==> src/rtl/ram32x16_pkg.sv <==
// Shared widths, depth and FSM encoding for the RAM32X16S burst initiator.
package ram32x16_pkg;

  localparam int DATA_W = 16;
  localparam int ADDR_W = 5;
  localparam int DEPTH  = 32;

  typedef enum logic [1:0] {
    IDLE  = 2'd0,
    WRITE = 2'd1,
    READ  = 2'd2
  } state_t;

endpackage

==> src/rtl/ram32x16_burst_master.sv <==
// Burst initiator owning the address/data/write-enable pins of a sibling RAM32X16S.
// Accepts one burst command at a time and streams beats with valid/ready handshakes.
module ram32x16_burst_master #(
  parameter int DATA_W = ram32x16_pkg::DATA_W,
  parameter int ADDR_W = ram32x16_pkg::ADDR_W
) (
  input  logic              clk,
  input  logic              rst_n,
  input  logic              cmd_valid,
  output logic              cmd_ready,
  input  logic              cmd_we,
  input  logic [ADDR_W-1:0] cmd_addr,
  input  logic [ADDR_W-1:0] cmd_len,
  input  logic              wr_valid,
  output logic              wr_ready,
  input  logic [DATA_W-1:0] wr_data,
  output logic              rd_valid,
  input  logic              rd_ready,
  output logic [DATA_W-1:0] rd_data,
  output logic              burst_done,
  output logic [ADDR_W-1:0] ram_addr,
  output logic [DATA_W-1:0] ram_d,
  output logic              ram_we,
  input  logic [DATA_W-1:0] ram_o
);

  import ram32x16_pkg::*;

  state_t            state_q;
  state_t            state_d;
  logic [ADDR_W-1:0] addr_q;
  logic [ADDR_W-1:0] cnt_q;
  logic              cmd_fire;
  logic              wr_fire;
  logic              capture;
  logic              beat;
  logic              last_beat;

  always_ff @(posedge clk) begin
    if (!rst_n) begin
      state_q <= IDLE;
    end else begin
      state_q <= state_d;
    end
  end

  always_comb begin
    state_d = state_q;
    case (state_q)
      IDLE:    if (cmd_fire) state_d = cmd_we ? WRITE : READ;
      WRITE:   if (wr_fire && last_beat) state_d = IDLE;
      READ:    if (capture && last_beat) state_d = IDLE;
      default: state_d = IDLE;
    endcase
  end

  // Every strobe is qualified by rst_n so a held reset can never write the RAM.
  always_comb begin
    cmd_ready = 1'b0;
    wr_ready  = 1'b0;
    ram_we    = 1'b0;
    ram_d     = '0;
    capture   = 1'b0;
    case (state_q)
      IDLE: begin
        cmd_ready = rst_n;
      end
      WRITE: begin
        wr_ready = rst_n;
        ram_we   = rst_n & wr_valid;
        ram_d    = wr_data;
      end
      READ: begin
        capture = rst_n & (~rd_valid | rd_ready);
      end
      default: begin
        cmd_ready = 1'b0;
      end
    endcase
  end

  assign cmd_fire  = cmd_valid & cmd_ready;
  assign wr_fire   = ram_we;
  assign beat      = wr_fire | capture;
  assign last_beat = (cnt_q == '0);
  assign ram_addr  = addr_q;

  // The read output register lives outside the FSM so a held final beat survives into IDLE.
  always_ff @(posedge clk) begin
    if (!rst_n) begin
      addr_q     <= '0;
      cnt_q      <= '0;
      rd_valid   <= 1'b0;
      rd_data    <= '0;
      burst_done <= 1'b0;
    end else begin
      burst_done <= beat & last_beat;
      if (cmd_fire) begin
        addr_q <= cmd_addr;
        cnt_q  <= cmd_len;
      end else if (beat) begin
        addr_q <= addr_q + ADDR_W'(1);
        cnt_q  <= cnt_q - ADDR_W'(1);
      end
      if (capture) begin
        rd_data  <= ram_o;
        rd_valid <= 1'b1;
      end else if (rd_ready) begin
        rd_valid <= 1'b0;
      end
    end
  end

endmodule

==> config.mk <==
export PLATFORM = sky130hd
export DESIGN_NAME = ram32x16_burst_master
export DESIGN_NICKNAME = d
export VERILOG_FILES = /design/src/rtl/ram32x16_pkg.sv /design/src/rtl/ram32x16_burst_master.sv
export SDC_FILE = /design/constraint.sdc
export NUM_CORES = 1
export LEC_CHECK = 0
export CAP_MARGIN = 40
export CORE_ASPECT_RATIO = 0.7
export CORE_UTILIZATION = 39
export CTS_CLUSTER_SIZE = 12
export DETAILED_ROUTE_END_ITERATION = 12
export PLACE_DENSITY = 0.95
export SLEW_MARGIN = 40
export SYNTH_ARGS = -nofsm -noshare
export SYNTH_HDL_FRONTEND = slang
export SYNTH_SLANG_ARGS = --single-unit
==> constraint.sdc <==
create_clock -name clk -period 4.3 [get_ports clk]
set_input_delay 0.86 -clock clk [delete_from_list [all_inputs] [get_ports clk]]
set_output_delay 0.86 -clock clk [all_outputs]
set_load 0.02 [all_outputs]
==> impl_metrics.py <==
metrics = {
    "routing": {
        "drtAntennaViolNets": 0,
        "vias": 1501,
        "wl_per_cell_um": 12.1,
        "firstDrtPassIters": 4,
        "drtIter0Drc": 61,
        "via_per_inst": 4.78,
        "wl_um": 3800,
        "drc_errors": 0,
    },
    "sta": {
        "hold_viol_final": 0,
        "worst_pin_slew_ns": 0.609,
        "fmax_ghz": 0.302,
        "min_period_over_period": 0.771,
        "fin_skew_ns": 0.00803,
        "drv_slew": 0,
        "slew_headroom": 0.593,
        "setup_ws_ns": 0.984,
        "period_needed_ns": 3.32,
        "rsz0062_at_grt": "no",
        "setup_tns_ns": 0,
        "setup_viol": 0,
    },
    "power_and_ir_drop": {
        "ir_worst_vdd_mv": 0.161,
        "power.leakage_nw": 0.976,
        "power_density_nw_per_um2": 307,
    },
    "yosys": {
        "yosys_warnings": 0,
        "yosysUniqueCellTypes": 31,
        "syn_inst": 179,
        "synth_most_common_cell": "nand2_1",
        "synth_enable_flop_cells": 0,
        "synth_top_cell_by_area": "dfxtp_1",
        "syn_nets": 229,
        "synthFlopType": "dfxtp_1",
        "synth.yosys.seq_area_share": 0.423,
        "synth_common_cells": "nand2_1, dfxtp_1, nand3_1",
        "synth.top_cell.area_share": 0.423,
        "yosys-top-cells-area": "dfxtp_1, nand2_1, and2_1",
        "ys_async_sr_fraction": 0,
        "synth.avg_cell_area_um2": 7.93,
        "synth_area_um2": 1420,
        "ys_ff_latch": 30,
    },
    "floorplanning": {
        "initial_utilization": 0.431,
        "coreArea_um2": 3300,
        "num_rows": 17,
        "dieWidth_um": 74.1,
        "top_level_ports": 90,
        "dieArea_um2": 3890,
        "die_h_um": 52.5,
    },
    "min_path": {
        "hold-path-cell-count": 2,
        "hp-start": "rd_data[7]",
        "hp-class": "flop to flop",
        "whs_endpoint": "rd_data[7]",
    },
    "final_layout": {
        "design_area_um2": 2420,
        "fin_cells": 314,
        "nets": 316,
        "syn_to_final_growth_pct": 70.3,
        "antenna-diode-count": 0,
        "multi_input_area_um2": 743,
        "nFillCells": 260,
        "drive_gt1_frac": 0.0449,
        "area.sequential_um2": 601,
        "post-route-util": 0.734,
    },
    "global_route": {
        "grt_pass1_wl_um": 6110,
        "gr-total-overflow": 0,
        "antenna_found_initial": 0,
        "grt_max_degree": 33,
        "first_global_vias": 1396,
        "grt_usage": 0.213,
    },
    "clock_network": {
        "cts.sinks": 30,
        "clockBufferDepth": 2,
        "cts_hold_buf": 0,
        "worstSkewPairLatency_ns": 0.28,
        "post_cts_resized": 0,
        "cts_buffers": 5,
        "clk_pin_slew_ns": 0.06,
        "cts_max_level": 2,
        "cts_tree": "yes",
        "cts_setup_buffers": 0,
        "root_buffer": "clkbuf_8",
    },
    "critical_path": {
        "cpMostUsedCell": "clkdlybuf4s50_1",
        "endpoint_kind": "output pin",
        "cp.arrival_ns": 2.46,
        "rrSetupSlack_ns": 2.43,
        "regToRegEndpoint": "ram_addr[2]",
        "critPathMaxFanout": 32,
        "critPathKind": "input pin to output pin",
        "slowest_stage": "clkdlybuf4s50_1",
        "cp.required_ns": 3.44,
        "path_cells": "clkdlybuf4s50_1 -> buf_4 -> and3_1 -> clkdlybuf4s50_1",
        "startpoint_type": "input pin",
        "reg2reg_from": "state_q[0]",
        "critPathMaxStageDelay_ns": 0.60,
        "r2r_cells": 4,
    },
    "run_status": {
        "outcome": "finished clean",
    },
    "placed_design": {
        "routabilityCongestion": 0.715,
        "dp_hpwl_um": 2920,
        "place_area_um2": 2320,
        "dp_cells": 306,
        "dp_slack_ns": 0.963,
        "port_buffers": 89,
    },
    "flow_run": {
        "drv_cap": 0,
    },
}
[per-layer routing]
metal	wire length [um]	share of wire	up-vias	track usage
met2	1820	0.48	66	0.395
met5	0	0	-	0
met1	1540	0.40	662	0.215
met3	436	0.11	2	0.0846
li1	-	-	771	-
met4	7	0.0018	0	0.0769
[final cells by class]
type | instances | area share
clock buffers | 7 | 0.0357
clock inverters | 1 | 0.00207
inverters | 7 | 0.0109
multi-input cells | 132 | 0.307
flip-flops and latches | 30 | 0.248
well taps | 47 | 0.0243
repair buffers | 90 | 0.371
[where the power goes]
| part | switching [mW] | internal [mW] |
|---|---|---|
| clock | 0.0980 | 0.129 |
| combinational | 0.0905 | 0.108 |
| sequential | 0.0170 | 0.300 |
[sequential cells by signal, summed over array words and instances (netlist names)]
register and cells:
state_q 2, rd_data 16, ram_addr 5, rd_valid 1
cnt_q 5, burst_done 1
[worst max-delay path, delay by kind of cell]
| kind | cells | cell delay, ns |
|---|---|---|
| AND/OR/NAND/NOR | 1 | 0.21 |
| buffers and inverters | 3 | 1.38 |
[worst max path at each step]
| stage | endpoint | start | slack (ns) | cells past startpoint |
|---|---|---|---|---|
| 4_1_cts | ram_we | rst_n | 0.96 | 4 |
| 2_1_floorplan | cmd_ready | rst_n | 1.97 | 1 |
| 3_3_place_gp | ram_we | rst_n | 0.98 | 4 |
| 5_1_grt | ram_we | rst_n | 0.91 | 4 |
| 3_5_place_dp | ram_we | rst_n | 0.96 | 4 |
| 6_report | ram_we | rst_n | 0.98 | 4 |
[placed cells by master (no fill, tap or decap), types with 3 or more instances in the layout]
master,count
a21oi_1,3
a31oi_1,4
and2_1,18
clkbuf_8,6
clkdlybuf4s50_1,89
dfxtp_1,30
inv_1,7
nand2_1,40
nand3_1,19
nor2_1,6
o21ai_0,6
o21ai_1,8
or3_1,5
[per-stage QoR]
step	power, mW	hold slack [ns]
floorplan	0.422	0.476
global placement	0.515	0.443
detailed placement	0.523	0.449
CTS	0.752	0.459
global route	0.786	0.478
finish	0.743	0.456
[cells by family (layout without fill, tap and decap cells)]
kind of cell / count (synthesis) / in the layout / synth area share
and+or+nand+nor: 99 / 99 / 0.347
DFF: 30 / 30 / 0.423
AOI/OAI and AO/OA: 27 / 27 / 0.130
buffers and inverters: 17 / 105 / 0.0555
adders and majority gates: 2 / 2 / 0.0176
xor gates and xnor gates: 2 / 2 / 0.0123
muxes: 2 / 2 / 0.0150
(Power assumes the default switching activity.)
